==> config.mk <==
export PLATFORM = sky130hd
export DESIGN_NAME = oflow_bbox_feeder
export DESIGN_NICKNAME = d
export VERILOG_FILES = /design/src/rtl/oflow_bbox_feeder_pkg.sv /design/src/rtl/oflow_bbox_feeder_skid.sv /design/src/rtl/oflow_bbox_feeder.sv
export SDC_FILE = /design/constraint.sdc
export NUM_CORES = 1
export LEC_CHECK = 0
export BUFFER_PORTS_ARGS = -buffer_cell sky130_fd_sc_hd__buf_4
export CAP_MARGIN = 5
export CELL_PAD_IN_SITES_DETAIL_PLACEMENT = 1
export CELL_PAD_IN_SITES_GLOBAL_PLACEMENT = 1
export CORE_MARGIN = 10
export CORE_UTILIZATION = 30
export DETAILED_ROUTE_END_ITERATION = 10
export PLACE_DENSITY = 0.69
export SLEW_MARGIN = 20
export SYNTH_ARGS = -nofsm -noshare
export SYNTH_HDL_FRONTEND = slang
export SYNTH_SLANG_ARGS = --single-unit
==> constraint.sdc <==
create_clock -name clk -period 2.03 [get_ports clk]
set_input_delay 0.1015 -clock clk [delete_from_list [all_inputs] [get_ports clk]]
set_output_delay 0.1015 -clock clk [all_outputs]
set_load 0.03 [all_outputs]
==> src/rtl/oflow_bbox_feeder_pkg.sv <==
// rtl/oflow_bbox_feeder_pkg.sv - shared widths and FSM encoding for the bbox feeder
`ifndef BBOX_VECTOR_SIZE
`define BBOX_VECTOR_SIZE 64
`endif

package oflow_bbox_feeder_pkg;
    localparam int FEED_MAX_OBJ = 32;
    localparam int FEED_ADDR_W  = 5;

    localparam logic [0:0] ST_IDLE = 1'b0;
    localparam logic [0:0] ST_RUN  = 1'b1;
endpackage

==> src/rtl/oflow_bbox_feeder_skid.sv <==
// rtl/oflow_bbox_feeder_skid.sv - one-entry skid register holding a read return during stall
module oflow_bbox_skid #(
    parameter int W = 64
) (
    input  logic         clk,
    input  logic         reset_N,
    input  logic         load,
    input  logic         drain,
    input  logic [W-1:0] din,
    output logic [W-1:0] data,
    output logic         valid
);
    always_ff @(posedge clk) begin
        if (reset_N) begin
            valid <= 1'b0;
            data  <= '0;
        end else if (load) begin
            valid <= 1'b1;
            data  <= din;
        end else if (drain) begin
            valid <= 1'b0;
        end
    end
endmodule

==> src/rtl/oflow_bbox_feeder.sv <==
// rtl/oflow_bbox_feeder.sv - reads a frame's bbox list and feeds it to feature extraction
module oflow_bbox_feeder
    import oflow_bbox_feeder_pkg::*;
#(
    parameter int BBOX_W  = `BBOX_VECTOR_SIZE,
    parameter int MAX_OBJ = FEED_MAX_OBJ,
    parameter int ADDR_W  = FEED_ADDR_W,
    parameter int FE_LAT  = 1
) (
    input  logic              clk,
    input  logic              reset_N,
    input  logic              start,
    input  logic [ADDR_W:0]   num_of_bbox,
    input  logic              stall,
    output logic              mem_rd_en,
    output logic [ADDR_W-1:0] mem_addr,
    input  logic [BBOX_W-1:0] mem_rd_data,
    output logic [BBOX_W-1:0] bbox,
    output logic              fe_enable,
    output logic [ADDR_W-1:0] bbox_idx,
    output logic              feat_valid,
    output logic [ADDR_W-1:0] feat_idx,
    output logic              busy,
    output logic              done
);
    localparam logic [ADDR_W:0] MAX_NUM = (ADDR_W + 1)'(MAX_OBJ);

    logic [0:0]        state;
    logic [ADDR_W:0]   num_lat;
    logic [ADDR_W:0]   num_clamped;
    logic [ADDR_W:0]   issue_cnt;
    logic [ADDR_W:0]   deliver_cnt;
    logic              rd_pending;
    logic              skid_valid;
    logic              skid_load;
    logic              skid_drain;
    logic              deliver;
    logic [BBOX_W-1:0] skid_data;
    logic [BBOX_W-1:0] deliver_data;

    assign num_clamped  = (num_of_bbox > MAX_NUM) ? MAX_NUM : num_of_bbox;
    assign skid_load    = rd_pending && stall;
    assign skid_drain   = skid_valid && !stall;
    assign deliver      = !stall && (skid_valid || rd_pending);
    assign deliver_data = skid_valid ? skid_data : mem_rd_data;

    // A draining skid frees its slot this cycle, so a new read may launch alongside it.
    assign mem_rd_en = (state == ST_RUN) && !stall && (!skid_valid || skid_drain)
                       && (issue_cnt < num_lat);
    assign mem_addr  = issue_cnt[ADDR_W-1:0];
    assign busy      = (state == ST_RUN);

    oflow_bbox_skid #(
        .W(BBOX_W)
    ) u_skid (
        .clk    (clk),
        .reset_N(reset_N),
        .load   (skid_load),
        .drain  (skid_drain),
        .din    (mem_rd_data),
        .data   (skid_data),
        .valid  (skid_valid)
    );

    always_ff @(posedge clk) begin
        if (reset_N) begin
            state       <= ST_IDLE;
            num_lat     <= '0;
            issue_cnt   <= '0;
            deliver_cnt <= '0;
            rd_pending  <= 1'b0;
            bbox        <= '0;
            bbox_idx    <= '0;
            fe_enable   <= 1'b0;
            done        <= 1'b0;
        end else begin
            done       <= 1'b0;
            fe_enable  <= 1'b0;
            rd_pending <= mem_rd_en;
            case (state)
                ST_IDLE: begin
                    if (start) begin
                        if (num_clamped == '0) begin
                            done <= 1'b1;
                        end else begin
                            state       <= ST_RUN;
                            num_lat     <= num_clamped;
                            issue_cnt   <= '0;
                            deliver_cnt <= '0;
                        end
                    end
                end
                default: begin
                    if (mem_rd_en) begin
                        issue_cnt <= issue_cnt + 1'b1;
                    end
                    // Order is preserved, so the delivered index is simply the delivery count.
                    if (deliver) begin
                        bbox        <= deliver_data;
                        bbox_idx    <= deliver_cnt[ADDR_W-1:0];
                        fe_enable   <= 1'b1;
                        deliver_cnt <= deliver_cnt + 1'b1;
                    end
                    if (deliver_cnt == num_lat) begin
                        state <= ST_IDLE;
                        done  <= 1'b1;
                    end
                end
            endcase
        end
    end

    logic [FE_LAT-1:0] vld_sr;
    logic [ADDR_W-1:0] idx_sr [FE_LAT];

    always_ff @(posedge clk) begin
        if (reset_N) begin
            vld_sr <= '0;
            for (int i = 0; i < FE_LAT; i++) begin
                idx_sr[i] <= '0;
            end
        end else begin
            vld_sr[0] <= fe_enable;
            idx_sr[0] <= bbox_idx;
            for (int i = 1; i < FE_LAT; i++) begin
                vld_sr[i] <= vld_sr[i-1];
                idx_sr[i] <= idx_sr[i-1];
            end
        end
    end

    assign feat_valid = vld_sr[FE_LAT-1];
    assign feat_idx   = idx_sr[FE_LAT-1];
endmodule
==> results by group, run 1 <==
Worst setup path
  • CP max stage delay: 0.34 ns
  • Reg2Reg Setup Slack: 0 ns
  • Startpoint types: flip-flop
  • Critical path class: flip-flop to primary output
  • Crit-path slowest cell: dfxtp_2
  • Worst path required time: 1.93 ns
  • CP arrival: 1.96 ns
  • CP most frequent cell: buf_6
  • Cell breakdown of the critical path: inv_2 > ha_4 > a211oi_2 > o21ai_2 > a2111oi_4 > buf_6 > buf_6
  • CP Capture Type: primary output
  • Max FO, Critical Path: 4

Detailed routing
  • Initial DRC count: 175
  • Final wirelength: 20,400 µm
  • Avg WL per Cell: 16.5 µm
  • Drt via density: 4.71
  • Drt drc: 0
  • First-pass detailed-route iteration total: 4
  • Vias post-DR: 5,846
  • Final ANT Viol Nets: 0

Power
  • Total chip power: 6.90 mW
  • VDD IR max: 0.524 mV
  • Leak: 3.47 nW
  • PwrDens: 734 mW/mm²

Floorplan
  • Chip width: 168 µm
  • # IOs: 158
  • Row cnt: 53
  • Initial Util: 30.8%
  • Die height: 168 µm
  • Core area: 0.0212 mm²
  • Die Area: 0.0281 mm²

STA
  • Tcrit/Tclk final: 102%
  • Worst Max-Slew Pin Slew: 0.643 ns
  • Final Hold Violating Endpoints: 0
  • Worst hold slack: 0.0473 ns
  • Slew headroom: 57.1%
  • Final setup fails: 2
  • Slew Limit Fails: 0
  • TNS Setup: -0.0366 ns
  • Clock skew: 0.00778 ns
  • Final worst path period need: 2.07 ns
  • RSZ-0062 raised after global routing: true
  • Achievable frequency: 484 MHz
  • Final worst slack: -0.0362 ns

Finish
  • Nets@finish: 1,031
  • Commonest non-fill, non-tap cell in the layout: buf_4
  • Multi-input logic area: 0.00303 mm²
  • Utilization after layout: 44.3%
  • FF+latch area: 0.00325 mm²
  • Finished Cell Area: 0.00940 mm²
  • Most frequent cells in the layout: 176 x buf_4, 155 x dfxtp_1, 144 x nand2_1
  • Filler Cell Count: 2,445
  • Non-filler cells, final: 1,240
  • Share of post-route cells with drive strength above 1: 25.2%
  • P&R area growth vs syn: 44.0%

Logic synthesis
  • Post-synth EDFFs: 0
  • Seq cells post-synth: 162
  • Xor and xnor fraction of the mapped netlist area: 1.34%
  • Post-synthesis mux area share: 10.6%
  • Yosys cell types: 40
  • Yosys Warn Count: 0
  • Sequential share of the synthesized area: 49.7%
  • Netlist Area Pre-Place: 0.00653 mm²
  • Post-synthesis compound-gate area fraction: 15.8%
  • Largest family of logic cells by synthesized area: simple AND/OR/NAND/NOR gates
  • Primary FF master, synth: dfxtp_1
  • Adder-Cell Fraction of Synth Area: 1.34%
  • Syn_nets: 819
  • Post-synth ARST share: 0%
  • Synthesized area per cell: 8.85 µm²
  • Cells after synthesis: 738
  • Simple-gate portion of the synthesized area: 16.6%

Clocking
  • Clk sinks: 162
  • Clock transition at path regs: 0.06 ns
  • CTS Buf Count: 17
  • Worst skew pair latency: 0.42 ns
  • Clock Tree Buf Depth: 2
  • CTS tree: done
  • Clock tree root driver cell: clkbuf_16
  • H-Tree Depth: 4

Placement
  • Port-buffer cells: 157
  • Post-DP HPWL: 13,300 µm
  • Place WS: -0.0128 ns
  • Placed standard-cell area: 0.00806 mm²
  • Placed cells: 1,133
  • RePlAce Congestion: 0.811

Global routing
  • Vias in the first global route: 6,194
  • First-pass GRT wire length: 33,400 µm
  • Largest net degree at the start of global routing: 65
  • GR Overflow Total: 0
  • Initial antenna violation count: 2
  • GRT Overall Usage: 14.4%

Outcome
  • Status: finished with violations
  • Failing checks: setup timing

Hold path
  • Hold Path Class: primary input to flip-flop

Job
  • Number of max-cap violations: 0
[power breakdown]
part	total [mW]	internal, mW	switching (mW)
sequential	3.22	3.20	0.0164
combinational	0.573	0.295	0.278
clock	3.11	1.71	1.40
total	6.90	5.21	1.70
[registers in the layout, indices dropped and copies added (netlist names)]
name,count
bbox,64
num_lat,6
bbox_idx,5
fe_enable,1
rd_pending,1
busy,1
u_skid.data,64
deliver_cnt,6
issue_cnt,6
feat_valid,1
done,1
u_skid.valid,1
idx_sr,5
[timing repair]
item,in CTS,in global routing
endpoints found under the setup margin,4,7
buffers inserted,3,2
pin swaps,8,7
resized for setup,13,6
hold buffers,68,0
endpoints found under the hold margin,70,0
[cell usage after synthesis, types with 2 or more instances]
library cell	n	area [µm²]
dfxtp_1	162	3240
nand2_1	145	544
nor2_1	82	308
a21oi_1	79	395
mux2i_1	66	661
a211oi_1	64	480
clkbuf_1	33	124
buf_2	17	85.1
inv_1	8	30.0
xor2_1	8	70.1
ha_1	7	87.6
nor2b_1	6	37.5
nor3b_1	6	45.0
buf_1	5	18.8
buf_4	5	37.5
nand4_1	5	31.3
nand3_1	4	20.0
a32oi_1	3	26.3
and3_1	3	18.8
mux2_2	3	33.8
o21ai_0	3	15.0
and2_1	2	12.5
nor3_1	2	10.0
nor4_1	2	12.5
or3_1	2	12.5
xnor2_1	2	17.5
[layout make-up]
type	count	area share, %
clock buffers	18	4.56
well taps	275	3.66
clock inverters	14	1.38
diodes	2	0.0532
multi-input cells	507	32.3
inverters	8	0.319
flip-flops and latches	162	34.6
repair buffers	254	23.1
[critical path, delay by kind of cell (launching register included)]
family	cells	cell delay (ns)
AO/OA/AOI/OAI	3	0.65
adder cells (fa/ha/maj)	1	0.21
flip-flops	1	0.34
buffers and inverters	3	0.34
[kinds of logic after synthesis]
logic type      Yosys count
simple gates            262
xor+xnor                 10
fa+ha+maj                 7
buf+inv                  69
compound gates          159
mux                      69
flops                   162
[routing by layer]
layer | share of wire (%) | global-route usage, % | wire length [µm]
met5 | 0 | 0 | 0
met4 | 1.5 | 4.81 | 315
met3 | 5.5 | 4.31 | 1130
met2 | 47 | 24.0 | 9650
met1 | 46 | 17.2 | 9340
[path summary, 6_finish.rpt]
| check | start | to | cells past startpoint |
|---|---|---|---|
| min | num_of_bbox[3] | done | 4 |
| max reg2reg | num_lat[3] | issue_cnt[3] | 9 |
| max | num_lat[3] | mem_rd_en | 7 |
| min reg2reg | u_skid.data[48] | u_skid.data[48] | 2 |
No activity file was read; power rests on OpenSTA's default activity.
==> run 2: changes to the inputs <==
==> constraint.sdc (replaced) <==
create_clock -name clk -period 1.68 [get_ports clk]
set_input_delay 0.084 -clock clk [delete_from_list [all_inputs] [get_ports clk]]
set_output_delay 0.084 -clock clk [all_outputs]
set_load 0.03 [all_outputs]
==> run 2 against run 1 <==
The flow still finishes with violations (setup timing). Clock skew about the same. Critical path depth unchanged. Count of clock-buffer cells in the layout rose by 3. Core utilization increased by 0.96 points. First-iteration DRC count rose by 58%. Power grew 21%. Global-route usage up 0.35 points. Critical endpoint unchanged. Largest power group unchanged. Highest routed layer is now met5.
==> results by group, run 2 (same netlist as run 1, synthesis figures left out) <==
STA
  • Final worst slack: -0.362 ns (was -0.0362 ns)
  • Final worst path period need: 2.04 ns
  • Final Hold Violating Endpoints: 0 (unchanged)
  • Final setup fails: 8 (was 2)
  • RSZ-0062 raised after global routing: true (unchanged)
  • Worst hold slack: 0.0209 ns (was 0.0473 ns)
  • Tcrit/Tclk final: 122%
  • Slew headroom: 40.7% (was 57.1%)
  • Clock skew: 0.00821 ns (was 0.00778 ns)
  • Worst Max-Slew Pin Slew: 0.889 ns (was 0.643 ns)
  • TNS Setup: -2.33 ns (was -0.0366 ns)
  • Slew Limit Fails: 0 (unchanged)
  • Achievable frequency: 490 MHz

Clocking
  • Clock tree root driver cell: clkbuf_16 (unchanged)
  • H-Tree Depth: 4 (unchanged)
  • Clock Tree Buf Depth: 2 (unchanged)
  • Clk sinks: 162 (unchanged)
  • Worst skew pair latency: 0.42 ns (about the same)
  • CTS Buf Count: 17 (unchanged)
  • CTS tree: done (unchanged)
  • Clock transition at path regs: 0.06 ns (about the same)

Placement
  • Port-buffer cells: 157 (unchanged)
  • Post-DP HPWL: 13,700 µm (was 13,300 µm)
  • RePlAce Congestion: 0.782 (was 0.811)
  • Placed standard-cell area: 0.00817 mm² (was 0.00806 mm²)

Detailed routing
  • Final ANT Viol Nets: 0 (unchanged)
  • Initial DRC count: 277 (was 175)
  • Final wirelength: 21,100 µm (was 20,400 µm)
  • Avg WL per Cell: 16.8 µm (was 16.5 µm)
  • Drt via density: 4.75 (was 4.71)
  • Drt drc: 0 (unchanged)
  • Vias post-DR: 5,966 (was 5,846)
  • First-pass detailed-route iteration total: 4 (unchanged)

Global routing
  • GRT Overall Usage: 14.7% (was 14.4%)
  • GR Overflow Total: 0 (unchanged)
  • First-pass GRT wire length: 33,900 µm (was 33,400 µm)
  • Initial antenna violation count: 4 (was 2)
  • Largest net degree at the start of global routing: 65 (unchanged)
  • Vias in the first global route: 6,253 (was 6,194)

Floorplan
  • Initial Util: 30.8% (unchanged)
  • Chip width: 168 µm (unchanged)
  • Die Area: 0.0281 mm² (unchanged)
  • Die height: 168 µm (unchanged)
  • # IOs: 158 (unchanged)
  • Row cnt: 53 (unchanged)
  • Core area: 0.0212 mm² (unchanged)

Finish
  • Multi-input logic area: 0.00306 mm² (was 0.00303 mm²)
  • Commonest non-fill, non-tap cell in the layout: buf_4 (unchanged)
  • Nets@finish: 1,046 (was 1,031)
  • Utilization after layout: 45.3% (was 44.3%)
  • Filler Cell Count: 2,410 (was 2,445)
  • P&R area growth vs syn: 47.1% (was 44.0%)
  • Share of post-route cells with drive strength above 1: 26.4% (was 25.2%)
  • Finished Cell Area: 0.00961 mm² (was 0.00940 mm²)
  • FF+latch area: 0.00325 mm² (unchanged)
  • Most frequent cells in the layout: 184 x buf_4, 155 x dfxtp_1, 144 x nand2_1 (was 176 x buf_4, 155 x dfxtp_1, 144 x nand2_1)
  • Largest regs: bbox x64, u_skid.data x64 (unchanged)

Worst setup path
  • Startpoint types: flip-flop (unchanged)
  • CP arrival: 1.96 ns (about the same)
  • CP Capture Type: primary output (unchanged)
  • Max FO, Critical Path: 3 (was 4)
  • Worst path required time: 1.60 ns (was 1.93 ns)
  • Critical path class: flip-flop to primary output (unchanged)

Power
  • PwrDens: 873 mW/mm² (was 734 mW/mm²)
  • VDD IR max: 0.554 mV (was 0.524 mV)
  • Leak: 3.57 nW (was 3.47 nW)

Hold path
  • Hold Path Class: primary input to flip-flop (unchanged)

Outcome
  • Status: finished with violations (unchanged)
  • Failing checks: setup timing (unchanged)

Job
  • Number of max-cap violations: 0 (unchanged)
-- run 2: cell types whose count changed in the layout (fill, tap and decap cells not counted), sizes merged --
| cell | previous run | this run |
|---|---|---|
| clkinv | 2 | 3 |
| inv | 14 | 10 |
| clkbuf | 18 | 22 |
| dlygate4sd3 | 68 | 71 |
| diode | 2 | 3 |
| buf | 186 | 197 |
-- run 2: layer usage --
metal / vias up / routed length [µm] / share of wire [%] / GRT usage [%]
met5: - / 13 / 0.062 / 0
met4: 2 / 207 / 0.98 / 4.58
met3: 12 / 980 / 4.7 / 4.07
met2: 123 / 10200 / 48 / 24.6
met1: 2837 / 9710 / 46 / 18.0
li1: 2992 / - / - / -
-- run 2: stage by stage --
step | std cells | total power, mW | setup WS [ns]
floorplan | 738 | 4.25 | -0.256
global placement | 1143 | 4.54 | -0.272
detailed placement | 1143 | 4.55 | -0.331
CTS | 1251 | 8.49 | -0.357
global route | 1256 | 8.72 | -0.487
finish | 1256 | 8.38 | -0.362
-- run 2: critical path, stage by stage, from the launching register on --
cell and delay, ns:
dfxtp_1 0.33, inv_1 0.04, ha_1 0.19, a211oi_2 0.23, o21ai_2 0.10, a2111oi_4 0.36
buf_6 0.16, buf_6 0.13
-- run 2: path summary, 6_finish.rpt --
path,startpoint,slack [ns],cells after the start,endpoint
worst min register to register,u_skid.data[23],0.45,2,u_skid.data[23]
worst max register to register,num_lat[4],-0.36,9,issue_cnt[3]
worst max-delay path,num_lat[4],-0.36,7,mem_rd_en
worst min-delay path,num_of_bbox[3],0.02,4,done
-- run 2: layout make-up --
class | instances | area share (%)
Tap cell | 275 | 3.58
Multi-Input combinational cell | 507 | 31.9
Antenna cell | 3 | 0.0782
Sequential cell | 162 | 33.9
Timing Repair Buffer | 269 | 24.4
Clock inverter | 11 | 1.08
Inverter | 8 | 0.313
Clock buffer | 21 | 4.79
-- run 2: power breakdown --
group / leakage (nW) / switching [mW] / internal, mW
Combinational: 2.00 / 0.350 / 0.383
Sequential: 1.31 / 0.0182 / 3.87
Clock: 0.262 / 1.63 / 2.13
Total: 3.57 / 2.00 / 6.38
-- run 2: what timing repair did --
action / 4_1_cts / 5_1_grt
gates resized for setup: 12 / 8
pin swaps: 5 / 5
buffers inserted: 5 / 1
hold buffers: 71 / 0
setup endpoints to repair: 8 / 33
gates cloned: 0 / 1
hold endpoints to repair: 69 / 0
